--- src/rtl/tlut_acc_pkg.sv ---
// Shared types and width helpers for the TLUT tile accumulator.
package tlut_acc_pkg;

    localparam int DEF_DIM_MULT  = 9;
    localparam int DEF_ACC_WIDTH = 16;

    typedef enum logic {
        ACCUM = 1'b0,
        DRAIN = 1'b1
    } acc_state_t;

    // Width that holds tiles x (2^acc_w - 1) without wrapping.
    function automatic int acc_width(input int acc_w, input int tiles);
        return acc_w + $clog2(tiles);
    endfunction

endpackage

--- src/rtl/tile_accumulator.sv ---
// Sums NUM_TILES partial-product vectors per element, then streams the
// finished vector out one element per cycle over a valid/ready interface.
module tile_accumulator
    import tlut_acc_pkg::*;
#(
    parameter int DIM_MULT  = DEF_DIM_MULT,
    parameter int ACC_WIDTH = DEF_ACC_WIDTH,
    parameter int NUM_TILES = 4,
    parameter int OUT_WIDTH = acc_width(ACC_WIDTH, NUM_TILES),
    parameter int IDX_WIDTH = $clog2(DIM_MULT)
) (
    input  logic                               clk,
    input  logic                               rst,
    input  logic                               in_valid,
    output logic                               in_ready,
    input  logic [DIM_MULT-1:0][ACC_WIDTH-1:0] in_mult,
    output logic                               out_valid,
    input  logic                               out_ready,
    output logic [OUT_WIDTH-1:0]               out_data,
    output logic [IDX_WIDTH-1:0]               out_idx,
    output logic                               out_last
);

    localparam int CNT_W = (NUM_TILES > 1) ? $clog2(NUM_TILES) : 1;
    localparam logic [CNT_W-1:0]     LAST_TILE = CNT_W'(NUM_TILES - 1);
    localparam logic [IDX_WIDTH-1:0] LAST_IDX  = IDX_WIDTH'(DIM_MULT - 1);

    acc_state_t           state_r;
    acc_state_t           state_nxt_s;
    logic [CNT_W-1:0]     tile_cnt_r;
    logic [CNT_W-1:0]     tile_cnt_nxt_s;
    logic [IDX_WIDTH-1:0] drain_idx_r;
    logic [IDX_WIDTH-1:0] drain_idx_nxt_s;
    logic [OUT_WIDTH-1:0] acc_r     [DIM_MULT];
    logic [OUT_WIDTH-1:0] acc_nxt_s [DIM_MULT];
    logic                 accept_s;
    logic                 first_tile_s;
    logic                 out_valid_r;
    logic                 out_last_r;
    logic [OUT_WIDTH-1:0] out_data_r;
    logic [IDX_WIDTH-1:0] out_idx_r;

    // in_ready must drop in any reset cycle, so it is qualified with rst directly.
    assign in_ready     = (state_r == ACCUM) && !rst;
    assign accept_s     = in_valid && in_ready;
    assign first_tile_s = (tile_cnt_r == {CNT_W{1'b0}});

    assign out_valid = out_valid_r;
    assign out_last  = out_last_r;
    assign out_data  = out_data_r;
    assign out_idx   = out_idx_r;

    for (genvar g = 0; g < DIM_MULT; g++) begin : g_lane
        logic [OUT_WIDTH-1:0] ext_s;

        assign ext_s = OUT_WIDTH'(in_mult[g]);
        // The first tile overwrites, so no clear cycle is needed between results.
        assign acc_nxt_s[g] = !accept_s    ? acc_r[g] :
                              first_tile_s ? ext_s    :
                                             acc_r[g] + ext_s;

        // Per-element accumulator register.
        always_ff @(posedge clk) begin
            if (rst) begin
                acc_r[g] <= {OUT_WIDTH{1'b0}};
            end else begin
                acc_r[g] <= acc_nxt_s[g];
            end
        end
    end

    // Next-state logic for the accumulate / drain sequencing.
    always_comb begin
        state_nxt_s     = state_r;
        tile_cnt_nxt_s  = tile_cnt_r;
        drain_idx_nxt_s = drain_idx_r;
        case (state_r)
            ACCUM: begin
                if (accept_s) begin
                    if (tile_cnt_r == LAST_TILE) begin
                        state_nxt_s     = DRAIN;
                        tile_cnt_nxt_s  = {CNT_W{1'b0}};
                        drain_idx_nxt_s = {IDX_WIDTH{1'b0}};
                    end else begin
                        tile_cnt_nxt_s  = tile_cnt_r + CNT_W'(1);
                    end
                end else begin
                    tile_cnt_nxt_s = tile_cnt_r;
                end
            end
            DRAIN: begin
                if (out_ready) begin
                    if (drain_idx_r == LAST_IDX) begin
                        state_nxt_s     = ACCUM;
                        drain_idx_nxt_s = {IDX_WIDTH{1'b0}};
                    end else begin
                        drain_idx_nxt_s = drain_idx_r + IDX_WIDTH'(1);
                    end
                end else begin
                    drain_idx_nxt_s = drain_idx_r;
                end
            end
            default: begin
                state_nxt_s     = ACCUM;
                tile_cnt_nxt_s  = {CNT_W{1'b0}};
                drain_idx_nxt_s = {IDX_WIDTH{1'b0}};
            end
        endcase
    end

    // Control state registers.
    always_ff @(posedge clk) begin
        if (rst) begin
            state_r     <= ACCUM;
            tile_cnt_r  <= {CNT_W{1'b0}};
            drain_idx_r <= {IDX_WIDTH{1'b0}};
        end else begin
            state_r     <= state_nxt_s;
            tile_cnt_r  <= tile_cnt_nxt_s;
            drain_idx_r <= drain_idx_nxt_s;
        end
    end

    // Outputs are registered from next-state values so element 0 is visible
    // in the first drain cycle without a combinational path from in_mult.
    always_ff @(posedge clk) begin
        if (rst) begin
            out_valid_r <= 1'b0;
            out_last_r  <= 1'b0;
            out_idx_r   <= {IDX_WIDTH{1'b0}};
            out_data_r  <= {OUT_WIDTH{1'b0}};
        end else begin
            out_valid_r <= (state_nxt_s == DRAIN);
            out_last_r  <= (state_nxt_s == DRAIN) && (drain_idx_nxt_s == LAST_IDX);
            out_idx_r   <= drain_idx_nxt_s;
            out_data_r  <= (state_nxt_s == DRAIN) ? acc_nxt_s[drain_idx_nxt_s]
                                                  : {OUT_WIDTH{1'b0}};
        end
    end

endmodule

--- config.mk ---
export PLATFORM = sky130hd
export DESIGN_NAME = tile_accumulator
export DESIGN_NICKNAME = d
export VERILOG_FILES = /design/src/rtl/tlut_acc_pkg.sv /design/src/rtl/tile_accumulator.sv
export SDC_FILE = /design/constraint.sdc
export NUM_CORES = 1
export LEC_CHECK = 0
export CAP_MARGIN = 0
export CELL_PAD_IN_SITES_DETAIL_PLACEMENT = 1
export CELL_PAD_IN_SITES_GLOBAL_PLACEMENT = 1
export CORE_MARGIN = 2
export CORE_UTILIZATION = 43
export DETAILED_ROUTE_END_ITERATION = 8
export PLACE_DENSITY_LB_ADDON = 0.12
export SYNTH_ARGS = -nofsm -noshare
export SYNTH_HDL_FRONTEND = slang
export SYNTH_SLANG_ARGS = --single-unit
--- constraint.sdc ---
create_clock -name clk -period 4.2 [get_ports clk]
set_input_delay 0.42 -clock clk [delete_from_list [all_inputs] [get_ports clk]]
set_output_delay 0.42 -clock clk [all_outputs]
set_load 0.05 [all_outputs]
### Word level (Yosys, flattened, before mapping)

Memory sizes are Yosys's and may differ from the RTL's.
Cells that the tools add are included.

* word-level logic and storage cells: 84
* memories: 1
* register bits: 26
* input port bits: 148
* output and inout bits: 25
* bits in writable memories: 162

* bitwise logic cells: 12
* reduce and logical (&&, ||, !) cells: 7
* add/subtract/negate cells: 11
* $lt $le $gt $ge: 1
* mux-type cells: 44
* equality and inequality tests: 3

Memories
* acc_r: words 9, width 18, read ports 9, clocked after memory_dff 0, wr ports 9, line tile_accumulator.sv:34 `logic [OUT_WIDTH-1:0] acc_r [DIM_MULT];`

Operator list (count)
* two-way mux 18 bit: 29
* adder 18 x 16 -> 18 bit: 9
* binary-select mux 18 bit (select 4 bit): 1
* two-way mux 4 bit: 4
* OR 1 bit: 9
* == test 4 bit, second input constant: 2
* case mux 4 bit (2 select lines): 1
* two-way mux 1 bit: 7
* >= comparator 5 bit, second input constant: 1
* inverter 4 -> 5 bit: 1
* adder 4 x 1 -> 4 bit, second input constant: 1
* logical AND 1 bit: 3
* adder 2 x 1 -> 2 bit, second input constant: 1
* == test 2 bit, second input constant: 1
* logical NOT 2 bit: 1
* two-way mux 2 bit: 1
* inverter 1 bit: 2
* case mux 1 bit (2 select lines): 1
* AND reduction 2 bit: 1
* OR reduction 2 bit: 1
* logical NOT 1 bit: 1

### Logic depth before layout (Yosys ltp)

* word-level depth: 9
* depth in mapped cells: 13
* depth with buffers taken out: 12

### Least setup slack after synthesis

No wires, ideal clock.

* kind: input-to-reg
* start: input port in_mult[80] (netlist bit)
* end: register out_data_r[14] (netlist: out_data[14])
* setup slack: 1158 ps
* arrival time: 2921 ps
* data required time: 4078 ps
* library setup time: 122 ps
* stages on the path: 11
* path buffers: 0
* cells stage by stage: ha_1 fa_1 a211oi_2 o211ai_2 a41o_4 a311oi_2 xnor2_1 a221oi_2 or2b_1 a41oi_1 o32a_1

* cells in the longest elaborated chain, start to end: 6

Ends and longest elaborated chain
* from (decl): line tile_accumulator.sv:16 `input logic [DIM_MULT-1:0][ACC_WIDTH-1:0] in_mult,`
* adder 18 x 16 -> 18 bit: line tile_accumulator.sv:60 `acc_r[g] + ext_s;`
* two-way mux 18 bit: line tile_accumulator.sv:59 `first_tile_s ? ext_s :`
* two-way mux 18 bit: line tile_accumulator.sv:58 `assign acc_nxt_s[g] = !accept_s ? acc_r[g] :`
* binary-select mux 18 bit (select 4 bit): line tile_accumulator.sv:136 `out_data_r <= (state_nxt_s == DRAIN) ? acc_nxt_s[drain_idx_nxt_s]`
* two-way mux 18 bit (not written as such) (2 in series): line tile_accumulator.sv:136
* to (signal assigned): line tile_accumulator.sv:131 `out_data_r <= {OUT_WIDTH{1'b0}};`
* to (signal assigned): line tile_accumulator.sv:136
* to (decl): line tile_accumulator.sv:40 `logic [OUT_WIDTH-1:0] out_data_r;`

No other way between the ends. The select of a mux whose other input is x is not followed.
A chain may end at the register's enable or synchronous reset.

### Final worst setup path

* start: input port in_mult[80] (netlist bit)
* end: register out_data_r[12] (netlist: out_data[12])

Same word-level chain as after synthesis.

==> flow_summary.yaml <==
clock_network:
  ctsLongestPathBuffers: 2
  cts_sinks: 188
  post-cts-setup-buffer-count: 0
  cts-resized-gates: 0
  cts.hold.buffers_added: 0
  clk_pin_slew_ns: 0.08
  cts_max_level: 4
  cts_root_buf: "clkbuf_16"
  cts_tree: "done"
  clock_latency_ns: 0.47
  cts_buffers: 17
cells_and_area:
  seq_area_mm2: 0.00376
  multi_input_area_mm2: 0.0119
  fin_area_mm2: 0.0193
  final_core_util: 0.515
  layout-drive-gt1-share: 0.0660
  nFillCells: 4683
  nets: 2565
  diodes: 0
  area_delta_synth_final_pct: 18.6
setup_path:
  crit_start: "in_mult[80]"
  required_ns: 4.54
  crit_type: "in -> reg"
  cp-end-kind: "register"
  crit_path_end: "out_data[12]"
  ff2ff_path_depth: 11
  regToRegSetupSlack_ns: 0.74
  critPathArrivalTime_ns: 3.91
  worstPathMaxFanout: 4
  cp-start-kind: "input port"
  reg2reg_to: "out_data[12]"
  reg2reg_from: "acc_r[5][0]"
sta:
  clock_skew_ns: 0.0150
  worstMarginPinSlew_ns: 1.05
  setup_ws_ns: 0.632
  slew_headroom: 0.299
  rsz0062_at_grt: "false"
  hold_viol: 0
  maxSlewViolCount: 0
  setup_tns_ns: 0
  fin_crit_sh: 0.850
  maxClockFrequency_mhz: 280
  min_period_ns: 3.57
  whs_ns: 0.491
  setup_viol: 0
global_routing:
  first_global_vias: 17133
  grt_pass1_wl_um: 97900
  grt_max_degree: 75
  grt-ovfl-total: 0
  track_usage: 0.321
  antenna_found_initial: 1
die:
  die-area_mm2: 0.0394
  die_y_um: 199
  coreArea_mm2: 0.0375
  initial_utilization: 0.434
  rows: 71
  dieWidth_um: 199
  io_pins: 173
placement:
  finalWeightedCongestion: 0.936
  place_area_mm2: 0.0187
  hpwlAfterDp_um: 47500
  numPortBuffers: 172
  post-place-ws_ns: 0.230
outcome:
  outcome: "complete, no violations"
power_and_ir_drop:
  ir_worst_vdd_mv: 0.259
  p_per_area_mw_per_mm2: 317
  power_leakage_nw: 7.88
synthesis:
  synth_seq_cells: 188
  synth.distinct_cells: 96
  syn_avg_cell_area_um2: 7.64
  synth_edf_count: 0
  synth_top_area_frac: 0.231
  ys_warn_count: 0
  netlist_area_mm2: 0.0163
  yosysTopAreaCell: "dfxtp_1"
  synth_cells: 2129
  synthTopCellsByArea: "dfxtp_1, ha_1, nor2_1, o21ai_0, nand2_1"
  syn_nets: 2434
  synthFlopType: "dfxtp_1"
  async_flop_share: 0
  seq_area_frac_synth: 0.231
route:
  detail-route-antenna-nets: 0
  drt_iter0_drc: 1052
  firstDrtPassIters: 5
  viasPerCell: 6.23
  drc: 0
  routed_wl_um: 63400
  wire_per_inst_um: 22.8
  vias: 17332
min_path:
  hold_class: "reg -> reg"
job:
  cap_violations: 0
==> cell families (layout without fill, tap and decap cells) <==
| kind of cell | Yosys count | after routing | share of synthesized area |
|---|---|---|---|
| AOI/OAI and AO/OA | 758 | 758 | 0.308 |
| and+or+nand+nor | 721 | 721 | 0.201 |
| DFF | 188 | 188 | 0.231 |
| adders and majority gates | 157 | 157 | 0.125 |
| buffers and inverters | 157 | 301 | 0.0405 |
| xor gates and xnor gates | 88 | 88 | 0.0474 |
| muxes | 60 | 60 | 0.0468 |
==> worst max-delay path, stage by stage <==
cell             delay (ns)
clkdlybuf4s50_1        0.42
ha_1                   0.26
fa_1                   0.45
a211oi_2               0.44
o211ai_2               0.19
a41o_4                 0.32
a21oi_1                0.18
mux2i_1                0.10
a2111oi_0              0.58
nor2_1                 0.11
o21ai_1                0.27
o221ai_1               0.16
==> state kept, by name, summed over array words and instances (netlist names) <==
signal       cells
out_last         1
tile_cnt_r       2
state_r          1
drain_idx_r      4
acc_r          162
out_data        18
==> how the worst min path moves through the flow <==
stage,from,to,slack (ns),cells past startpoint
2_1_floorplan,acc_r[2][2],acc_r[2][2],0.45,2
3_3_place_gp,acc_r[2][2],acc_r[2][2],0.46,2
3_5_place_dp,acc_r[3][2],acc_r[3][2],0.48,2
4_1_cts,acc_r[3][2],acc_r[3][2],0.49,2
5_1_grt,acc_r[7][2],acc_r[7][2],0.53,2
6_report,acc_r[7][2],acc_r[7][2],0.49,2
==> synthesized netlist by cell type, drive strengths merged, types with 7 or more instances <==
library cell,instances
dfxtp,188
xnor2,45
nor3b,10
or3,20
and3,32
a211o,7
or2,9
nand2,221
nor2,254
ha,148
mux2i,43
mux4,12
nand3,60
nor2b,12
clkbuf,46
and2,14
o22ai,16
o21bai,22
o311ai,8
o21ai,194
o31ai,18
fa,9
nand2b,9
a21oi,162
a211oi,74
a31oi,26
o211ai,74
nor4,9
a21o,45
inv,45
a2111oi,9
o21a,21
nor3,50
buf,66
a221oi,9
xor2,43
==> routing by layer <==
metal  track usage  up-vias  wire [um]
li1              -     8190          -
met1         0.436     8586      29500
met2         0.528      452      29100
met3        0.0444      102       3090
met4        0.0981        2       1710
met5             0        -         13
==> area by class of cell <==
cell class / instances / area share
Multi-Input combinational cell: 1784 / 0.616
Sequential cell: 188 / 0.195
Timing Repair Buffer: 224 / 0.113
Tap cell: 511 / 0.0331
Clock buffer: 20 / 0.0237
Clock inverter: 12 / 0.00998
Inverter: 45 / 0.00875
==> per-stage QoR <==
| step | instances | power (W) |
|---|---|---|
| floorplan | 2129 | 0.00348 |
| global placement | 2752 | 0.00412 |
| detailed placement | 2752 | 0.00420 |
| CTS | 2784 | 0.00610 |
| global route | 2784 | 0.00643 |
| finish | 2784 | 0.00611 |
==> cells in the final DEF, fill, tap and decap left out, types with 20 or more instances in the layout <==
cell type | Yosys | layout
nor3_1 | 50 | 50
mux2i_1 | 42 | 42
nor2_1 | 253 | 253
xor2_1 | 43 | 43
nand2_1 | 221 | 220
a31oi_1 | 26 | 26
nand3_1 | 59 | 59
clkdlybuf4s50_1 | 0 | 171
a21oi_1 | 161 | 161
a211oi_1 | 69 | 69
buf_4 | 1 | 47
dfxtp_1 | 188 | 188
o21bai_1 | 22 | 22
a21o_1 | 44 | 44
o21a_1 | 21 | 21
xnor2_1 | 45 | 45
o21ai_0 | 175 | 175
or3_1 | 20 | 20
ha_1 | 148 | 147
and3_1 | 32 | 32
inv_1 | 44 | 43
o211ai_1 | 73 | 73
==> where the power goes <==
group | internal, W | switching [W]
clock network | 0.00109 | 0.000814
logic | 0.000882 | 0.00136
registers | 0.00190 | 0.0000736
total | 0.00387 | 0.00224
No activity file was read; power rests on OpenSTA's default activity.
